File: src/rtl/sevenseg_decoder_if.sv
// sevenseg_decoder_if: multiplexed seven-segment bus in, decoded digit table and pulses out.
interface sevenseg_decoder_if #(
  parameter int NUM_DIGITS = 4,
  parameter int IDXW = NUM_DIGITS > 1 ? $clog2(NUM_DIGITS) : 1
);
  logic                    sample_en;
  logic [NUM_DIGITS-1:0]   digit_sel;
  logic [6:0]              segments;
  logic [4*NUM_DIGITS-1:0] digits;
  logic [NUM_DIGITS-1:0]   digit_valid;
  logic                    update;
  logic [IDXW-1:0]         update_idx;
  logic                    err_invalid;
  logic                    err_sel;
  modport master (
    output sample_en, digit_sel, segments,
    input  digits, digit_valid, update, update_idx, err_invalid, err_sel
  );
  modport slave (
    input  sample_en, digit_sel, segments,
    output digits, digit_valid, update, update_idx, err_invalid, err_sel
  );
endinterface

File: src/rtl/sevenseg_decoder.sv
// sevenseg_decoder: per-digit stability filter and 7-segment to BCD decode of a multiplexed bus.
module sevenseg_decoder #(
  parameter int NUM_DIGITS = 4,
  parameter int STABLE_CNT = 3,
  parameter int IDXW = NUM_DIGITS > 1 ? $clog2(NUM_DIGITS) : 1
) (
  input logic clk,
  input logic reset_n,
  sevenseg_decoder_if.slave bus
);
  localparam int CW = $clog2(STABLE_CNT + 1);
  localparam logic [CW-1:0] FULL = CW'(STABLE_CNT);
  logic [6:0]              last_pat_q [NUM_DIGITS];
  logic [6:0]              last_pat_d [NUM_DIGITS];
  logic [CW-1:0]           cnt_q [NUM_DIGITS];
  logic [CW-1:0]           cnt_d [NUM_DIGITS];
  logic [4*NUM_DIGITS-1:0] digits_q, digits_d;
  logic [NUM_DIGITS-1:0]   valid_q, valid_d;
  logic [IDXW-1:0]         idx_q, idx;
  logic                    update_q, err_inv_q, err_sel_q;
  logic                    multi, one_hot, same, commit, legal;
  logic [3:0]              dec;
  always_comb begin
    legal = 1'b1;
    case (bus.segments)
      7'b1111110: dec = 4'd0;
      7'b0110000: dec = 4'd1;
      7'b1101101: dec = 4'd2;
      7'b1111001: dec = 4'd3;
      7'b0110011: dec = 4'd4;
      7'b1011011: dec = 4'd5;
      7'b1011111: dec = 4'd6;
      7'b1110000: dec = 4'd7;
      7'b1111111: dec = 4'd8;
      7'b1110011: dec = 4'd9;
      default: begin dec = 4'hF; legal = 1'b0; end
    endcase
  end
  always_comb begin
    idx = '0;
    for (int k = 0; k < NUM_DIGITS; k++) if (bus.digit_sel[k]) idx = IDXW'(k);
    multi = bus.sample_en && ((bus.digit_sel & (bus.digit_sel - NUM_DIGITS'(1))) != '0);
    one_hot = bus.sample_en && bus.digit_sel != '0 && !multi;
    last_pat_d = last_pat_q;
    cnt_d = cnt_q;
    digits_d = digits_q;
    valid_d = valid_q;
    same = bus.segments == last_pat_q[idx];
    commit = 1'b0;
    if (one_hot) begin
      last_pat_d[idx] = bus.segments;
      cnt_d[idx] = !same ? CW'(1) : cnt_q[idx] == FULL ? FULL : cnt_q[idx] + CW'(1);
      // a saturated run never commits again until the pattern changes
      commit = cnt_d[idx] == FULL && !(same && cnt_q[idx] == FULL);
    end
    if (commit) begin
      digits_d[4*idx +: 4] = dec;
      valid_d[idx] = legal;
    end
  end
  always_ff @(posedge clk or negedge reset_n) begin
    if (!reset_n) begin
      for (int k = 0; k < NUM_DIGITS; k++) begin
        last_pat_q[k] <= '0;
        cnt_q[k] <= '0;
      end
      digits_q <= '1;
      valid_q <= '0;
      update_q <= 1'b0;
      idx_q <= '0;
      err_inv_q <= 1'b0;
      err_sel_q <= 1'b0;
    end else begin
      last_pat_q <= last_pat_d;
      cnt_q <= cnt_d;
      digits_q <= digits_d;
      valid_q <= valid_d;
      update_q <= commit;
      if (commit) idx_q <= idx;
      err_inv_q <= commit && !legal && bus.segments != 7'b0;
      err_sel_q <= multi;
    end
  end
  assign bus.digits = digits_q;
  assign bus.digit_valid = valid_q;
  assign bus.update = update_q;
  assign bus.update_idx = idx_q;
  assign bus.err_invalid = err_inv_q;
  assign bus.err_sel = err_sel_q;
endmodule

File: src/flat_wrapper.sv
// flat-port wrapper written by rule: the top's interface ports become plain ports
module sevenseg_decoder_flat 
#(
  parameter int NUM_DIGITS = 4,
  parameter int STABLE_CNT = 3,
  parameter int IDXW = NUM_DIGITS > 1 ? $clog2(NUM_DIGITS) : 1
)
  (clk, reset_n, bus_sample_en, bus_digit_sel, bus_segments, bus_digits, bus_digit_valid, bus_update, bus_update_idx, bus_err_invalid, bus_err_sel);
  sevenseg_decoder_if #(.NUM_DIGITS(NUM_DIGITS), .IDXW(IDXW)) bus_i ();
  input logic clk;
  input logic reset_n;
  input wire logic [$bits(bus_i.sample_en)-1:0] bus_sample_en;
  input wire logic [$bits(bus_i.digit_sel)-1:0] bus_digit_sel;
  input wire logic [$bits(bus_i.segments)-1:0] bus_segments;
  output wire logic [$bits(bus_i.digits)-1:0] bus_digits;
  output wire logic [$bits(bus_i.digit_valid)-1:0] bus_digit_valid;
  output wire logic [$bits(bus_i.update)-1:0] bus_update;
  output wire logic [$bits(bus_i.update_idx)-1:0] bus_update_idx;
  output wire logic [$bits(bus_i.err_invalid)-1:0] bus_err_invalid;
  output wire logic [$bits(bus_i.err_sel)-1:0] bus_err_sel;
  assign bus_i.sample_en = bus_sample_en;
  assign bus_i.digit_sel = bus_digit_sel;
  assign bus_i.segments = bus_segments;
  assign bus_digits = bus_i.digits;
  assign bus_digit_valid = bus_i.digit_valid;
  assign bus_update = bus_i.update;
  assign bus_update_idx = bus_i.update_idx;
  assign bus_err_invalid = bus_i.err_invalid;
  assign bus_err_sel = bus_i.err_sel;
  sevenseg_decoder #(.NUM_DIGITS(NUM_DIGITS), .STABLE_CNT(STABLE_CNT), .IDXW(IDXW)) u_core (.clk(clk), .reset_n(reset_n), .bus(bus_i));
endmodule
File: config.mk
export PLATFORM = sky130hd
export DESIGN_NAME = sevenseg_decoder_flat
export DESIGN_NICKNAME = d
export VERILOG_FILES = /design/src/rtl/sevenseg_decoder_if.sv /design/src/rtl/sevenseg_decoder.sv /design/src/flat_wrapper.sv
export SDC_FILE = /design/constraint.sdc
export NUM_CORES = 1
export LEC_CHECK = 0
export BUFFER_PORTS_ARGS = -buffer_cell sky130_fd_sc_hd__buf_4
export CAP_MARGIN = 40
export CELL_PAD_IN_SITES_DETAIL_PLACEMENT = 2
export CELL_PAD_IN_SITES_GLOBAL_PLACEMENT = 2
export CORE_MARGIN = 1
export CORE_UTILIZATION = 40
export CTS_BUF_LIST = sky130_fd_sc_hd__clkbuf_8
export CTS_CLUSTER_SIZE = 8
export DETAILED_ROUTE_END_ITERATION = 16
export GPL_ROUTABILITY_DRIVEN = 0
export PLACE_DENSITY = 0.87
export SYNTH_ARGS = -nofsm -noshare
export SYNTH_HDL_FRONTEND = slang
export SYNTH_SLANG_ARGS = --single-unit
export TNS_END_PERCENT = 30
File: constraint.sdc
create_clock -name clk -period 3.49 [get_ports clk]
set_input_delay 0.1745 -clock clk [delete_from_list [all_inputs] [get_ports clk]]
set_output_delay 0.1745 -clock clk [all_outputs]
set_load 0.03 [all_outputs]
## Yosys cells after proc, flatten, opt, wreduce, memory -nomap -nowiden

Index checks and enable logic that the tools add are counted.

- Memories kept: 0
- RAM bits: 0
- Register bits: 61
- Bits in latches: 0
- Output and inout bits: 25
- Bits in read-only memories: 0
- Bits of input ports: 14

- Bitwise operators: 2
- Multiply operators: 0
- Equal/unequal tests: 13
- Shifts and indexed selects: 2
- Multiplexer cells: 27
- Divide/modulo/power cells: 0
- Magnitude comparators: 4
- Reduce and logical (&&, ||, !) cells: 16
- $add $sub $neg: 3

Operators with widths:

| cell | count |
|---|---|
| 7-bit == test, second input constant | 8 |
| 4-bit one-hot mux with 10 select lines | 1 |
| 4-bit negator with 34-bit output | 1 |
| 4-bit by 34-bit variable shift with 16-bit output, first input constant | 1 |
| 4-bit by 34-bit variable part select with 16-bit output | 1 |
| 28-bit bitwise mux | 1 |
| 7-bit two-way mux | 3 |
| 2-bit two-way mux | 9 |
| 16-bit bitwise mux | 1 |
| 7-bit binary-select mux with 2-bit select | 1 |
| 7-bit demux with 2-bit select | 1 |
| 7-bit by 6-bit == test with 1-bit output, second input constant | 2 |
| 10-bit OR reduction | 1 |
| 1-bit logical AND | 9 |
| 2-bit binary-select mux with 2-bit select | 2 |
| 8-bit bitwise mux | 1 |
| 4-bit nonzero test | 2 |
| 7-bit == test | 1 |
| 7-bit nonzero test | 1 |
| 4-bit bitwise AND | 1 |
| 4-bit bitwise mux | 1 |
| 2-bit demux with 2-bit select | 1 |
| 2-bit == test, second input constant | 2 |
| 1-bit two-way mux | 4 |
| other kinds (9) | 11 |

## Longest topological paths before layout

Gate-level depths: netlist of run 1.

- Word-level depth: 19
- Gate-level depth with buffers: 13
- Depth with buffers taken out: 11

## Worst setup path after synthesis of run 1

OpenSTA, ideal clock, no wires.

- Kind: input to register
- Start: in bus_digit_sel[1]
- End: reg u_core.valid_q[3] (netlist: u_core.bus.digit_valid[3])
- Setup time: 0.125 ns
- Data arrival time: 2.727 ns
- Stages: 13
- Required time: 3.365 ns
- Path slack: 0.638 ns
- Cell sequence: buf_2 nor2b_1 or2_2 clkbuf_1 inv_1 ha_1 inv_1 a32o_1 a211oi_1 and2_1 nand2_1 mux2i_1 mux2_2

- Word-level cells in the longest chain between the ends: 17

Ends and longest elaborated chain:

| what | RTL line | source |
|---|---|---|
| from (decl) | flat_wrapper.sv:13 | `input wire logic [$bits(bus_i.digit_sel)-1:0] bus_digit_sel;` |
| 1-bit two-way mux (*) | sevenseg_decoder.sv:41 | `for (int k = 0; k < NUM_DIGITS; k++) if (bus.digit_sel[k]) idx = IDXW'(k);` |
| 2-bit two-way mux (*) (2 in a row) | sevenseg_decoder.sv:41 |  |
| named net u_core.idx[0] | sevenseg_decoder.sv:19 | `logic [IDXW-1:0] idx_q, idx;` |
| 2-bit inverter with 3-bit output | sevenseg_decoder.sv:48, sevenseg_decoder.sv:52, sevenseg_decoder.sv:54 |  |
| 2-bit binary-select mux with 2-bit select | sevenseg_decoder.sv:52, sevenseg_decoder.sv:54 |  |
| 2-bit two-way mux (not written as such) (2 in a row) | sevenseg_decoder.sv:52, sevenseg_decoder.sv:54 |  |
| 2-bit by 1-bit adder with 2-bit output / 2-bit == test (equally long branches) | sevenseg_decoder.sv:52, sevenseg_decoder.sv:54 |  |
| 2-bit two-way mux (2 in a row) | sevenseg_decoder.sv:52 | `cnt_d[idx] = !same ? CW'(1) : cnt_q[idx] == FULL ? FULL : cnt_q[idx] + CW'(1);` |
| 8-bit bitwise mux | sevenseg_decoder.sv:52 |  |
| 2-bit binary-select mux with 2-bit select | sevenseg_decoder.sv:54 | `commit = cnt_d[idx] == FULL && !(same && cnt_q[idx] == FULL);` |
| 2-bit two-way mux (not written as such) (2 in a row) | sevenseg_decoder.sv:54 |  |
| 2-bit == test | sevenseg_decoder.sv:54 |  |
| 1-bit logical AND | sevenseg_decoder.sv:54 |  |
| 1-bit two-way mux | sevenseg_decoder.sv:50 | `if (one_hot) begin` |
| to (signal assigned) | sevenseg_decoder.sv:77 | `valid_q <= valid_d;` |
| to (decl) | sevenseg_decoder.sv:18 | `logic [NUM_DIGITS-1:0] valid_q, valid_d;` |

The timed path passes the listed nets; every way through them passes the cells marked *. The select of a mux whose other input is x is not followed.
A chain may end at the register's enable or synchronous reset.

## Final worst setup path of run 1

- Start: in bus_digit_sel[2]
- End: reg u_core.valid_q[2] (netlist: u_core.bus.digit_valid[2])

- Word-level cells in the longest chain between the ends: 16

Ends and longest elaborated chain:

| what | RTL line |
|---|---|
| 2-bit two-way mux (2 in a row) | sevenseg_decoder.sv:41 |
| 2-bit inverter with 3-bit output | sevenseg_decoder.sv:48, sevenseg_decoder.sv:52, sevenseg_decoder.sv:54 |
| 2-bit binary-select mux with 2-bit select | sevenseg_decoder.sv:52, sevenseg_decoder.sv:54 |
| 2-bit two-way mux (not written as such) (2 in a row) | sevenseg_decoder.sv:52, sevenseg_decoder.sv:54 |
| 2-bit by 1-bit adder with 2-bit output / 2-bit == test (equally long branches) | sevenseg_decoder.sv:52, sevenseg_decoder.sv:54 |
| 2-bit two-way mux (2 in a row) | sevenseg_decoder.sv:52 |
| 8-bit bitwise mux | sevenseg_decoder.sv:52 |
| 2-bit binary-select mux with 2-bit select | sevenseg_decoder.sv:54 |
| 2-bit two-way mux (not written as such) (2 in a row) | sevenseg_decoder.sv:54 |
| 2-bit == test | sevenseg_decoder.sv:54 |
| 1-bit logical AND | sevenseg_decoder.sv:54 |
| 1-bit two-way mux | sevenseg_decoder.sv:50 |

Parallel ways exist; a longest one is shown, timed or not. The select of a mux whose other input is x is not followed.

==> impl_results.md, run 1 <==
- Drt first pass iters: 4
- Core footprint: 0.00826 mm^2
- I/O Pins: 39
- Crit path kind: primary input to flip-flop
- Non-filler cells, final: 464
- Fin crit share: 0.881
- N_diodes: 0
- Layout cells sized above 1: 0.376
- Clock Latency Late Sink: 0.36 ns
- Final #Nets: 372
- Peak VDD IR: 262 uV
- Synth-to-Final Area Change: 18.3%
- Max cap viols: 0
- Initial Util: 0.415
- Pwr Density: 562 mW/mm^2
- Register area share after synthesis: 0.451
- Synth warnings: 0
- Worst hold path class: primary input to flip-flop
- Detail-routed net length per standard cell: 23.2 um
- Via count: 2671
- Clock Pin Slew Worst Setup and Hold Paths: 0.07 ns
- Cells after synthesis: 318
- First-pass GRT wire length: 17100 um
- Layout fillers: 855
- Maximum clock rate: 0.325 GHz
- Worst EP arrival: 3.32 ns
- Yosys cell types: 50
- DR vias/cell: 5.76
- Iter 0 DRT Violations: 64
- Die span in y: 94.6 um
- Synth Flop Type: dfrtp_1
- CTS Buffer Depth: 2
- Hold Fails Final Rpt: 0
- CTS root buffer: clkbuf_8
- Post-synth EDFFs: 0
- Final ANT Viol Nets: 0
- DIE WIDTH: 94.6 um
- Commonest non-fill, non-tap cells in the layout: mux2_2, buf_4, dfrtp_1, nor2_1, nand2_1
- Relative slew margins: 0.473
- Tmin final: 3.07 ns
- Share of power burned in registers: 0.419
- Fin. max-slew vios: 0
- Postcts setup bufs: 0
- All-layer global routing usage: 0.265
- Row Count: 33
- Psw: 732 uW
- Placed cells: 447
- # port buffers: 38
- Int Pwr: 1.55 mW
- Post-DP HPWL: 7230 um
- DRC Markers: 0
- CTS sink cnt: 61
- Switching Share: 0.321
- CTS resizes: 0
- CP Launch Type: primary input
- Total negative slack: 0 ns
- Clk_skew: 0.0179 ns
- WL final: 10700 um
- Logic pwr share: 0.261
- Vias in the first global route: 3032
- Hold slack: 0.0787 ns
- Largest net degree at the start of global routing: 62
- Crit end category: flip-flop
- Avg Cell Area, Syn: 10.8 um^2
- Total die area: 0.00895 mm^2
- GR Overflow Total: 0
- Ys async rst share: 1.00
- Seq cells post-synth: 61
- Status: complete, no violations
- Final Total Pwr: 2.28 mW
- CTS H-tree depth: 3
- RSZ-0062 raised after global routing: no
- CTS tree: built
- Req. time, crit path: 3.73 ns
- Antenna violations before repair: 0
- Syn_nets: 336
- Maximum net fanout on the critical path: 15
- Final setup violating endpoints: 0
- Mapped Area: 0.00343 mm^2
- Slew @ Worst Pin: 0.791 ns
- Clock power share: 0.320
- Pleak: 1.79 nW
- CTS Buf Count: 9
- Most common cell after layout, fill and taps aside: mux2_2
[state kept, by name, summed over array words and instances (netlist names)]
signal and count:
u_core.bus.update 1, u_core.bus.err_sel 1, u_core.last_pat_q 28, u_core.bus.digits 16, u_core.bus.digit_valid 4, u_core.bus.err_invalid 1
u_core.bus.update_idx 2, u_core.cnt_q 8
[cell type report]
cell class / count / area [um^2] / share of cell area
tap: 105 / 131 / 0.0324
clock buffer: 10 / 138 / 0.0339
clock inverter: 6 / 87.6 / 0.0216
sequential: 61 / 1550 / 0.381
inverter: 6 / 22.5 / 0.00555
timing repair buffer: 48 / 363 / 0.0894
multi-input combinational: 228 / 1770 / 0.436
[synthesized netlist by cell type, types with 2 or more instances]
library cell / number / area [um^2]
mux2_2: 52 / 586
dfrtp_1: 45 / 1130
nor2_1: 26 / 97.6
nand2_1: 21 / 78.8
xnor2_1: 18 / 158
clkbuf_1: 17 / 63.8
dfstp_2: 16 / 420
mux2i_1: 15 / 150
a21oi_1: 8 / 40.0
a22oi_1: 8 / 60.1
inv_1: 6 / 22.5
nand3_1: 6 / 30.0
and2_1: 5 / 31.3
nor3_1: 5 / 25.0
and3_1: 4 / 25.0
buf_2: 4 / 20.0
ha_1: 4 / 50.1
nor4_1: 4 / 25.0
o21ai_0: 4 / 20.0
a211oi_1: 3 / 22.5
a21boi_0: 3 / 22.5
nor2b_1: 3 / 18.8
nor3b_1: 3 / 22.5
xor2_1: 3 / 26.3
a31oi_1: 2 / 12.5
mux2_1: 2 / 22.5
nand3b_1: 2 / 15.0
nand4_1: 2 / 12.5
o211ai_1: 2 / 15.0
o22ai_1: 2 / 12.5
o31ai_1: 2 / 15.0
or2_2: 2 / 12.5
or4_1: 2 / 15.0
[per-stage QoR]
stage / cell area (um^2) / setup slack (ns) / utilization
finish: 4060 / 0.415 / 0.491
global route: 4060 / 0.297 / 0.491
CTS: 4060 / 0.390 / 0.491
detailed placement: 3820 / 0.162 / 0.463
global placement: 3820 / 0.349 / 0.463
floorplan: 3430 / 0.638 / -
[power groups by stage]
stage          clock, mW  combinational (mW)  sequential (mW)
2_1_floorplan          0               0.318             1.02
3_3_place_gp           0               0.543            0.950
5_1_grt            0.766               0.641            0.971
3_5_place_dp           0               0.583            0.964
6_report           0.728               0.595            0.955
4_1_cts            0.738               0.600            0.957
[metal layers]
metal,routed length (um),vias to the layer above,global-route usage
li1,-,1192,-
met2,5640,43,0.463
met5,0,-,0
met3,250,27,0.0539
met4,308,0,0.117
met1,4550,1409,0.312
[worst max-delay path: stages]
cell and delay [ns]:
buf_4 0.18, nor2b_1 0.58, a22oi_1 0.25, nor4_1 0.39, o22ai_1 0.22, nor4_4 0.32, buf_4 0.24, mux2i_1 0.56
mux2_2 0.41
[logic make-up after synthesis]
| group | share of synthesized area |
|---|---|
| fa+ha+maj | 0.0175 |
| compound gates | 0.0883 |
| xor+xnor | 0.0536 |
| buf+inv | 0.0335 |
| mux | 0.221 |
| simple gates | 0.135 |
| flops | 0.451 |
[worst paths after layout]
| check | start | end | slack [ns] | cells past startpoint |
|---|---|---|---|---|
| worst min-delay path | bus_sample_en | u_core.bus.err_sel$_DFF_PN0_ | 0.08 | 3 |
| worst min register to register | u_core.last_pat_q[21]$_DFFE_PN0P_ | u_core.last_pat_q[21]$_DFFE_PN0P_ | 0.51 | 1 |
| worst max register to register | u_core.last_pat_q[7]$_DFFE_PN0P_ | u_core.bus.digit_valid[2]$_DFFE_PN0P_ | 0.47 | 8 |
| worst max-delay path | bus_digit_sel[2] | u_core.bus.digit_valid[2]$_DFFE_PN0P_ | 0.42 | 9 |
| max in group asynchronous | reset_n | u_core.bus.update$_DFF_PN0_ | 2.53 | 2 |
| min in group asynchronous | reset_n | u_core.cnt_q[6]$_DFFE_PN0P_ | 0.45 | 2 |
[what timing repair did]
action,in CTS,in global routing
setup endpoints to repair,0,0
endpoints found under the hold margin,45,0
hold buffers,1,0
(Power assumes the default switching activity.)
==> inputs of run 2 (changes only) <==
- CAP_MARGIN: 40 -> 5
- CELL_PAD_IN_SITES_DETAIL_PLACEMENT: 2 -> 1
==> run 2 against run 1 <==
Global-route usage shrank 5.2 points. Core utilization shrank 0.18 points. Power down 5.1%. Via count fell by 4.6%. Worst setup slack improved by 0.25 ns. Flip-flop and latch count did not move. Clock skew shrank 0.011 ns. Final area decreased by 0.37%. Worst hold slack got worse by 0.0034 ns. Clock-buffer cell count grew 1. Sequential share of layout area increased by 0.14 points. Register-to-register slack improved by 0.27 ns.
==> impl_results.md, run 2 (synthesis results as in run 1) <==
- Commonest non-fill, non-tap cells in the layout: mux2_2, buf_4, dfrtp_1, nor2_1, nand2_1
- Non-filler cells, final: 464
- Row Count: 33
- CP max stage cell: mux2i_1
- # port buffers: 38
- Worst EP arrival: 3.06 ns
- Psw: 669 uW
- Final #Nets: 372
- Layout fillers: 922
- Via count: 2547
- Clock power share: 0.305
- Slowest stage delay, CP: 0.54 ns
- Die span in y: 94.6 um
- Maximum clock rate: 0.354 GHz
- CP Launch Type: primary input
- Max reg flops: 28
- CTS H-tree depth: 3
- RSZ-0062 raised after global routing: no
- Slew @ Worst Pin: 0.774 ns
- DIE WIDTH: 94.6 um
- Iter 0 DRT Violations: 88
- R2R cell count: 8
- Core footprint: 0.00826 mm^2
- Logic pwr share: 0.258
- Post-DP HPWL: 6010 um
- Hold slack: 0.0753 ns
- Synth-to-Final Area Change: 17.8%
- Setup WS pre-CTS: 0.304 ns
- CTS sink cnt: 61
- Worst hold path class: primary input to flip-flop
- Cts hold-fix bufs: 1
- Maximum net fanout on the critical path: 15
- Share of power burned in registers: 0.436
- Vias in the first global route: 2738
- R2R Setup Slk: 0.74 ns
- Detail-routed net length per standard cell: 18.3 um
- Hold Crit Endpoint: u_core.bus.err_sel$_DFF_PN0_
- CTS tree: built
- Final setup violating endpoints: 0
- Hold Startpoint: bus_sample_en
- Int Pwr: 1.49 mW
- Clock Latency Late Sink: 0.34 ns
- DR vias/cell: 5.49
- All-layer global routing usage: 0.212
- CTS root buffer: clkbuf_8
- Pleak: 1.78 nW
- Tmin final: 2.83 ns
- DRC Markers: 0
- Min-Delay Path Depth: 3
- Final Util: 0.490
- Crit end category: flip-flop
- Hold Fails Final Rpt: 0
- Multi-input gate area: 0.00177 mm^2
- Crit path kind: primary input to flip-flop
- Postcts setup bufs: 0
- Req. time, crit path: 3.72 ns
- Relative slew margins: 0.484
- Largest net degree at the start of global routing: 62
- CTS Buf Count: 9
- Fin crit share: 0.810
- Top reg by flops: u_core.last_pat_q
- FF-to-FF Start: u_core.last_pat_q[11]$_DFFE_PN0P_
- Fin. max-slew vios: 0
- Seq. cell area: 0.00155 mm^2
- Top cell by count, worst path: buf_4
- N_diodes: 0
- GR Overflow Total: 0
- Worst Slack Setup Final: 0.663 ns
- WL final: 8480 um
- Worst-path cell chain: buf_4, nor2b_1, a22oi_1, nor4_1, o22ai_1, nor4_4, buf_4, mux2i_1, mux2_2
- Max cap viols: 0
- Initial Util: 0.415
- Antenna violations before repair: 0
- Status: complete, no violations
- I/O Pins: 39
- Placed cells: 447
- Clk_skew: 0.00714 ns
- Drt first pass iters: 4
- Total negative slack: 0 ns
- Clock Pin Slew Worst Setup and Hold Paths: 0.07 ns
- CTS resizes: 0
- Layout cells sized above 1: 0.379
- Total die area: 0.00895 mm^2
- CTS Buffer Depth: 2
- Most common cell after layout, fill and taps aside: mux2_2
- Final ANT Viol Nets: 0
- Pwr Density: 535 mW/mm^2
- Switching Share: 0.309
- Peak VDD IR: 235 uV
- First-pass GRT wire length: 14200 um
- End of the worst register-to-register path: u_core.bus.digit_valid[2]$_DFFE_PN0P_
## run 2: worst max-delay path by stage
stage,start,to,slack [ns],cells past startpoint
floorplan,bus_digit_sel[1],u_core.bus.digit_valid[3]$_DFFE_PN0P_,0.64,13
global placement,bus_digit_sel[2],u_core.bus.digit_valid[2]$_DFFE_PN0P_,0.35,9
detailed placement,bus_digit_sel[2],u_core.bus.digit_valid[2]$_DFFE_PN0P_,0.30,9
CTS,bus_digit_sel[2],u_core.bus.digit_valid[3]$_DFFE_PN0P_,0.66,9
global route,bus_digit_sel[2],u_core.bus.digit_valid[1]$_DFFE_PN0P_,0.48,9
finish,bus_digit_sel[2],u_core.bus.digit_valid[2]$_DFFE_PN0P_,0.66,9
## run 2: power by group through the flow
stage               Sequential (mW)  Clock [mW]  Combinational [mW]
floorplan                      1.02           0               0.318
global placement              0.950           0               0.543
detailed placement            0.959           0               0.558
CTS                           0.946       0.680               0.564
global route                  0.962       0.710               0.608
finish                        0.944       0.661               0.558
## run 2: metrics by stage
stage | instance area, um^2 | power, mW
2_1_floorplan | 3430 | 1.34
3_3_place_gp | 3820 | 1.49
3_5_place_dp | 3820 | 1.52
4_1_cts | 4040 | 2.19
5_1_grt | 4040 | 2.28
6_report | 4040 | 2.16
## run 2: worst max-delay path: cells and delay by family
kind,cells,cell delay (ns)
multiplexers,2,0.93
AO/OA/AOI/OAI,2,0.41
buffers and inverters,2,0.39
AND/OR/NAND/NOR,3,1.14
## run 2: cell type report
type | instances | share of cell area
clock buffer | 11 | 0.0374
inverter | 6 | 0.00557
tap | 105 | 0.0325
clock inverter | 5 | 0.0145
timing repair buffer | 48 | 0.0898
multi-input combinational | 228 | 0.438
sequential | 61 | 0.383
## run 2: layer usage
layer / track usage / vias to the layer above / part of all wire
met1: 0.266 / 1306 / 0.45
met4: 0.0669 / 0 / 0.0090
met2: 0.362 / 31 / 0.51
met3: 0.0491 / 8 / 0.025
li1: - / 1202 / -
met5: 0 / - / 0
